$ cat src/rtl/line_buf_ctrl.sv
// line_buf_ctrl: measures line width, drives shift_line taps and tracks the 3x3 window centre
module line_buf_ctrl #(
  parameter int DATA_WIDTH = 24,
  parameter int MAX_WIDTH  = 2048,
  parameter int MIN_WIDTH  = 4
) (
  input  logic                  clock,
  input  logic                  aclr_n,
  input  logic                  vs_in,
  input  logic                  de_in,
  input  logic [DATA_WIDTH-1:0] data_in,
  output logic                  lb_aclr,
  output logic                  lb_clken,
  output logic [DATA_WIDTH-1:0] lb_shiftin,
  output logic [15:0]           lb_delay_num,
  output logic                  win_de,
  output logic [11:0]           win_x,
  output logic [11:0]           win_y,
  output logic                  win_left,
  output logic                  win_right,
  output logic                  win_top,
  output logic                  win_bottom,
  output logic                  busy,
  output logic                  err_len
);
  typedef enum logic [1:0] {IDLE, MEASURE, RUN, FLUSH} state_t;
  localparam logic [15:0] MAXW = 16'(MAX_WIDTH);
  localparam logic [15:0] MINW = 16'(MIN_WIDTH);
  state_t r_state, w_state;
  logic r_vs_d, r_de_d, r_arm;
  logic [15:0] r_wcnt, w_wcnt, r_xcnt, w_xcnt, r_width, w_width;
  logic [11:0] r_line, w_line;
  logic r_aclr, r_clken, r_de, r_left, r_right, r_top, r_bottom, r_err;
  logic [DATA_WIDTH-1:0] r_shift, w_shift;
  logic [11:0] r_x, r_y, w_x, w_y;
  logic w_aclr, w_clken, w_de, w_bottom, w_err;
  logic w_vs_rise, w_de_rise, w_de_fall;
  logic [15:0] w_wm1, w_xinc;
  // r_arm blocks a line already in progress at reset release from looking like a rising edge
  assign w_vs_rise = vs_in & ~r_vs_d;
  assign w_de_rise = de_in & ~r_de_d & r_arm;
  assign w_de_fall = ~de_in & r_de_d;
  assign w_wm1     = r_width - 16'd1;
  assign w_xinc    = (r_xcnt == 16'hFFFF) ? r_xcnt : r_xcnt + 16'd1;
  // next-state, counters and next output values; vs edge outranks de edges
  always_comb begin
    w_state  = r_state;
    w_wcnt   = r_wcnt;
    w_xcnt   = r_xcnt;
    w_width  = r_width;
    w_line   = r_line;
    w_err    = r_err;
    w_aclr   = 1'b0;
    w_clken  = 1'b0;
    w_shift  = '0;
    w_de     = 1'b0;
    w_x      = '0;
    w_y      = '0;
    w_bottom = 1'b0;
    if (w_vs_rise) begin
      w_state = (r_state == RUN) ? FLUSH : IDLE;
      w_xcnt  = '0;
      w_wcnt  = (r_state == RUN) ? r_wcnt : '0;
      w_line  = (r_state == RUN) ? r_line : '0;
    end else if ((r_state == IDLE || r_state == FLUSH) && w_de_rise) begin
      w_state = MEASURE;
      w_aclr  = 1'b1;
      w_clken = 1'b1;
      w_shift = data_in;
      w_wcnt  = 16'd1;
      w_xcnt  = '0;
      w_line  = '0;
      w_err   = r_err | (r_state == FLUSH);
    end else if (r_state == MEASURE) begin
      if (de_in) begin
        w_clken = 1'b1;
        w_shift = data_in;
        w_wcnt  = (r_wcnt == 16'hFFFF) ? r_wcnt : r_wcnt + 16'd1;
      end else if (w_de_fall) begin
        if (r_wcnt >= MINW && r_wcnt <= MAXW) begin
          w_width = r_wcnt;
          w_line  = 12'd1;
          w_state = RUN;
        end else begin
          w_err   = 1'b1;
          w_state = IDLE;
        end
        w_wcnt = '0;
        w_xcnt = '0;
      end
    end else if (r_state == RUN) begin
      w_y = r_line - 12'd1;
      if (de_in) begin
        w_xcnt  = w_xinc;
        w_de    = r_xcnt < r_width;
        w_clken = w_de;
        w_shift = w_de ? data_in : '0;
        w_x     = w_de ? r_xcnt[11:0] : w_wm1[11:0];
      end else if (w_de_fall) begin
        w_err  = r_err | (r_xcnt != r_width);
        w_line = (r_line == 12'hFFF) ? r_line : r_line + 12'd1;
        w_xcnt = '0;
      end
    end else if (r_state == FLUSH) begin
      w_clken  = 1'b1;
      w_de     = 1'b1;
      w_bottom = 1'b1;
      w_x      = r_xcnt[11:0];
      w_y      = r_line - 12'd1;
      w_xcnt   = (r_xcnt == w_wm1) ? '0 : w_xinc;
      w_line   = (r_xcnt == w_wm1) ? '0 : r_line;
      w_state  = (r_xcnt == w_wm1) ? IDLE : FLUSH;
    end
  end
  // state, counters, edge detectors and registered outputs
  always_ff @(posedge clock or negedge aclr_n) begin
    if (!aclr_n) begin
      r_state  <= IDLE;
      r_vs_d   <= 1'b0;
      r_de_d   <= 1'b0;
      r_arm    <= 1'b0;
      r_wcnt   <= '0;
      r_xcnt   <= '0;
      r_width  <= MAXW;
      r_line   <= '0;
      r_aclr   <= 1'b0;
      r_clken  <= 1'b0;
      r_shift  <= '0;
      r_de     <= 1'b0;
      r_x      <= '0;
      r_y      <= '0;
      r_left   <= 1'b0;
      r_right  <= 1'b0;
      r_top    <= 1'b0;
      r_bottom <= 1'b0;
      r_err    <= 1'b0;
    end else begin
      r_state  <= w_state;
      r_vs_d   <= vs_in;
      r_de_d   <= de_in;
      r_arm    <= r_arm | ~de_in;
      r_wcnt   <= w_wcnt;
      r_xcnt   <= w_xcnt;
      r_width  <= w_width;
      r_line   <= w_line;
      r_aclr   <= w_aclr;
      r_clken  <= w_clken;
      r_shift  <= w_shift;
      r_de     <= w_de;
      r_x      <= w_x;
      r_y      <= w_y;
      r_left   <= w_de && w_x == 12'd0;
      r_right  <= w_de && {4'd0, w_x} == w_wm1;
      r_top    <= w_de && w_y == 12'd0;
      r_bottom <= w_bottom;
      r_err    <= w_err;
    end
  end
  assign lb_aclr      = r_aclr;
  assign lb_clken     = r_clken;
  assign lb_shiftin   = r_shift;
  assign lb_delay_num = r_width;
  assign win_de       = r_de;
  assign win_x        = r_x;
  assign win_y        = r_y;
  assign win_left     = r_left;
  assign win_right    = r_right;
  assign win_top      = r_top;
  assign win_bottom   = r_bottom;
  assign busy         = r_state != IDLE;
  assign err_len      = r_err;
endmodule

$ cat config.mk
export PLATFORM = sky130hd
export DESIGN_NAME = line_buf_ctrl
export DESIGN_NICKNAME = d
export VERILOG_FILES = /design/src/rtl/line_buf_ctrl.sv
export SDC_FILE = /design/constraint.sdc
export NUM_CORES = 1
export LEC_CHECK = 0
export ABC_AREA = 1
export BUFFER_PORTS_ARGS = -buffer_cell sky130_fd_sc_hd__buf_2
export CAP_MARGIN = 20
export CORE_MARGIN = 5
export CORE_UTILIZATION = 55
export CTS_CLUSTER_SIZE = 24
export DETAILED_ROUTE_END_ITERATION = 10
export HOLD_SLACK_MARGIN = 0.12
export PLACE_DENSITY = 0.76
export SLEW_MARGIN = 15
export SYNTH_ARGS = -nofsm -noshare
export SYNTH_HDL_FRONTEND = slang
export SYNTH_SLANG_ARGS = --single-unit
$ cat constraint.sdc
create_clock -name clock -period 4.8 [get_ports clock]
set_input_delay 0.24 -clock clock [delete_from_list [all_inputs] [get_ports clock]]
set_output_delay 0.24 -clock clock [all_outputs]
set_load 0.01 [all_outputs]
==> run metrics <==
Antenna diodes 0; ratio of cells with drive above 1 in the final layout 14.4%; RSZ-0062 raised after global routing false; Fmax 0.299 GHz; arrival time at the worst endpoint 3700 ps; post-synthesis net count 1237; routed via count 8119; Fill cells 1237; post-synthesis cell type count 48; Post-synth EDFFs 0; Starting Density 55.8%; Congestion Overflow GR 0; Yosys top cell area share 37.2%; max-slew violation count 0; Placer Congestion 0.923; asr flop ratio synth 100%; synthesis-to-finish area growth 17.9%; maximum vdd ir drop 262 uV; drt first pass iters 5; leading area contributor after synthesis dfrtp_1; R2R Setup Slk 1450 ps; power density cells 614 nW/um2; Clock Skew 11.2 ps; WP data required 5150 ps; Non-Filler Instances 1485; TritonCTS clock tree built; cell with the most instances after synthesis nand2_1; dpl cell area 8640 um2; Die Ht 131 um; mean routed wirelength per cell 15.1 um; vias per inst 5.47; worst skew pair latency 420 ps; Synth Cell Area 8070 um2; total power 5850 uW; sum of negative setup slack 0 ps; post-cts gate resize count 0; Post-synth top cells nand2_1, inv_1, dfrtp_1; register clock-pin slew on the reported worst setup and hold paths 60 ps; Root Buffer clkbuf_16; maxcap violations 0; yosys warns 0; endpoint class of the critical path register; core area 14500 um2; Final Setup Violations 0; sequential share of the synthesized area 37.5%; global-route wire length before repair 37400 um; minimum clock period 3350 ps; DPL Wire Length 15800 um; # rows 44; largest net degree at the start of global routing 71; number of synthesized register bits 121; HP Class in -> reg; Final Hold Fails 0; Worst setup SP type register; final instance area 9520 um2; P_leak 0.00522 uW; # nets final 1344; number of port buffers 100; I/O Pins 101; CP endpoint win_right; crit path kind reg -> reg; WHS 201 ps; Top FF cell, synth dfrtp_1; drt first-iter violations 619; # placed instances 1426; Slew HR 39.8%; Max H-tree Level 4; CTS Sinks 121; Reg2Reg Depth 15; Syn Area/Cell 6.84 um2; Reg-to-Reg End win_right; All-Layer GR Usage 26.1%; crit path from lb_delay_num[11]; fin crit share 69.8%; antenna violations before repair 0; Bufs on Longest Clock Path 2; post-route antenna net violation count 0; vias in the first global route 7660; Worst Tran Pin Value 902 ps; area of the die 17200 um2; Die X 131 um; Routed WL 22400 um; run status completed; Synth area leaders dfrtp_1, nand2_1, inv_1; Num CTS Buffers 17; # DRC 0; post-synthesis cell count 1181; Crit Path Max Fanout 20; worst reg2reg path startpoint lb_delay_num[11]
[cell usage in the layout, fill, tap and decap left out, drive strengths merged, types with 5 or more instances in the layout]
cell type and count:
a211oi 18, a21oi 63, buf 106, clkbuf 20, clkinvlp 5, dfrtp 120, dlygate4sd3 26, ha 28
inv 149, nand2 402, nand3 73, nand4 19, nor2 132, nor3 29, nor4 12, o21ai 48
xor2 24
[repair_timing]
action,in CTS,in global routing
endpoints found under the hold margin,93,0
hold buffers,26,0
buffers inserted,0,0
[worst min-delay path by stage]
| stage | start | to | slack, ps | cells past startpoint |
|---|---|---|---|---|
| finish | de_in | r_de_d | 200 | 1 |
| global route | de_in | r_de_d | 200 | 1 |
| CTS | de_in | r_de_d | 170 | 1 |
| detailed placement | vs_in | r_vs_d | 370 | 1 |
| global placement | vs_in | r_vs_d | 360 | 1 |
| floorplan | aclr_n | err_len | -60 | 0 |
[flip-flops by register name, summed over array words and instances, names as in the netlist, 2 cells and up]
signal	count
r_state	2
r_line	12
win_y	12
r_xcnt	16
win_x	12
lb_delay_num	16
lb_shiftin	24
r_wcnt	16
[stage by stage]
step / util [%] / setup slack [ps]
2_1_floorplan: - / 2320
3_3_place_gp: 59.7 / 1640
3_5_place_dp: 59.7 / 1540
4_1_cts: 65.7 / 1510
5_1_grt: 65.7 / 1130
6_report: 65.7 / 1450
[power by group]
part           leakage [uW]  switching (uW)  internal, uW
combinational       0.00332            2050          1000
sequential          0.00162             249          1240
clock              0.000282             492           810
total               0.00522            2800          3050
[metal layers]
| layer | GRT usage (%) | up-vias | part of all wire (%) |
|---|---|---|---|
| met2 | 39.4 | 395 | 45 |
| met4 | 10.2 | 0 | 2.9 |
| met1 | 35.2 | 3699 | 42 |
| met5 | 0 | - | 0 |
| li1 | - | 3973 | - |
| met3 | 7.87 | 52 | 10 |
[critical path, cell delays in order, from the launching register on]
cell and delay, ps:
dfstp_2 590, inv_1 110, ha_1 330, a21oi_1 150
nand2_1 70, a21oi_1 500, nand2_1 550, nand2_1 180
nand2_1 50, o21ai_0 230, nand2_1 140, nand2_1 110
nand2_1 50, nor2_1 80, nand2_1 60, nor2_1 80
[cells by family after synthesis]
group	count (synthesis)	synth area share (%)
AO/OA/AOI/OAI	142	10.2
XOR/XNOR	28	3.32
adder cells (fa/ha/maj)	28	4.34
buffers and inverters	191	9.30
flip-flops	121	37.5
AND/OR/NAND/NOR	671	35.4
[layout make-up]
type	instances	area (um2)	area share [%]
multi-input cells	869	4290	45.1
clock inverters	12	138	1.45
well taps	184	230	2.42
flip-flops and latches	121	3030	31.8
repair buffers	132	810	8.50
inverters	147	552	5.80
clock buffers	20	467	4.90
Note: power is estimated with default switching activity, not from simulation.
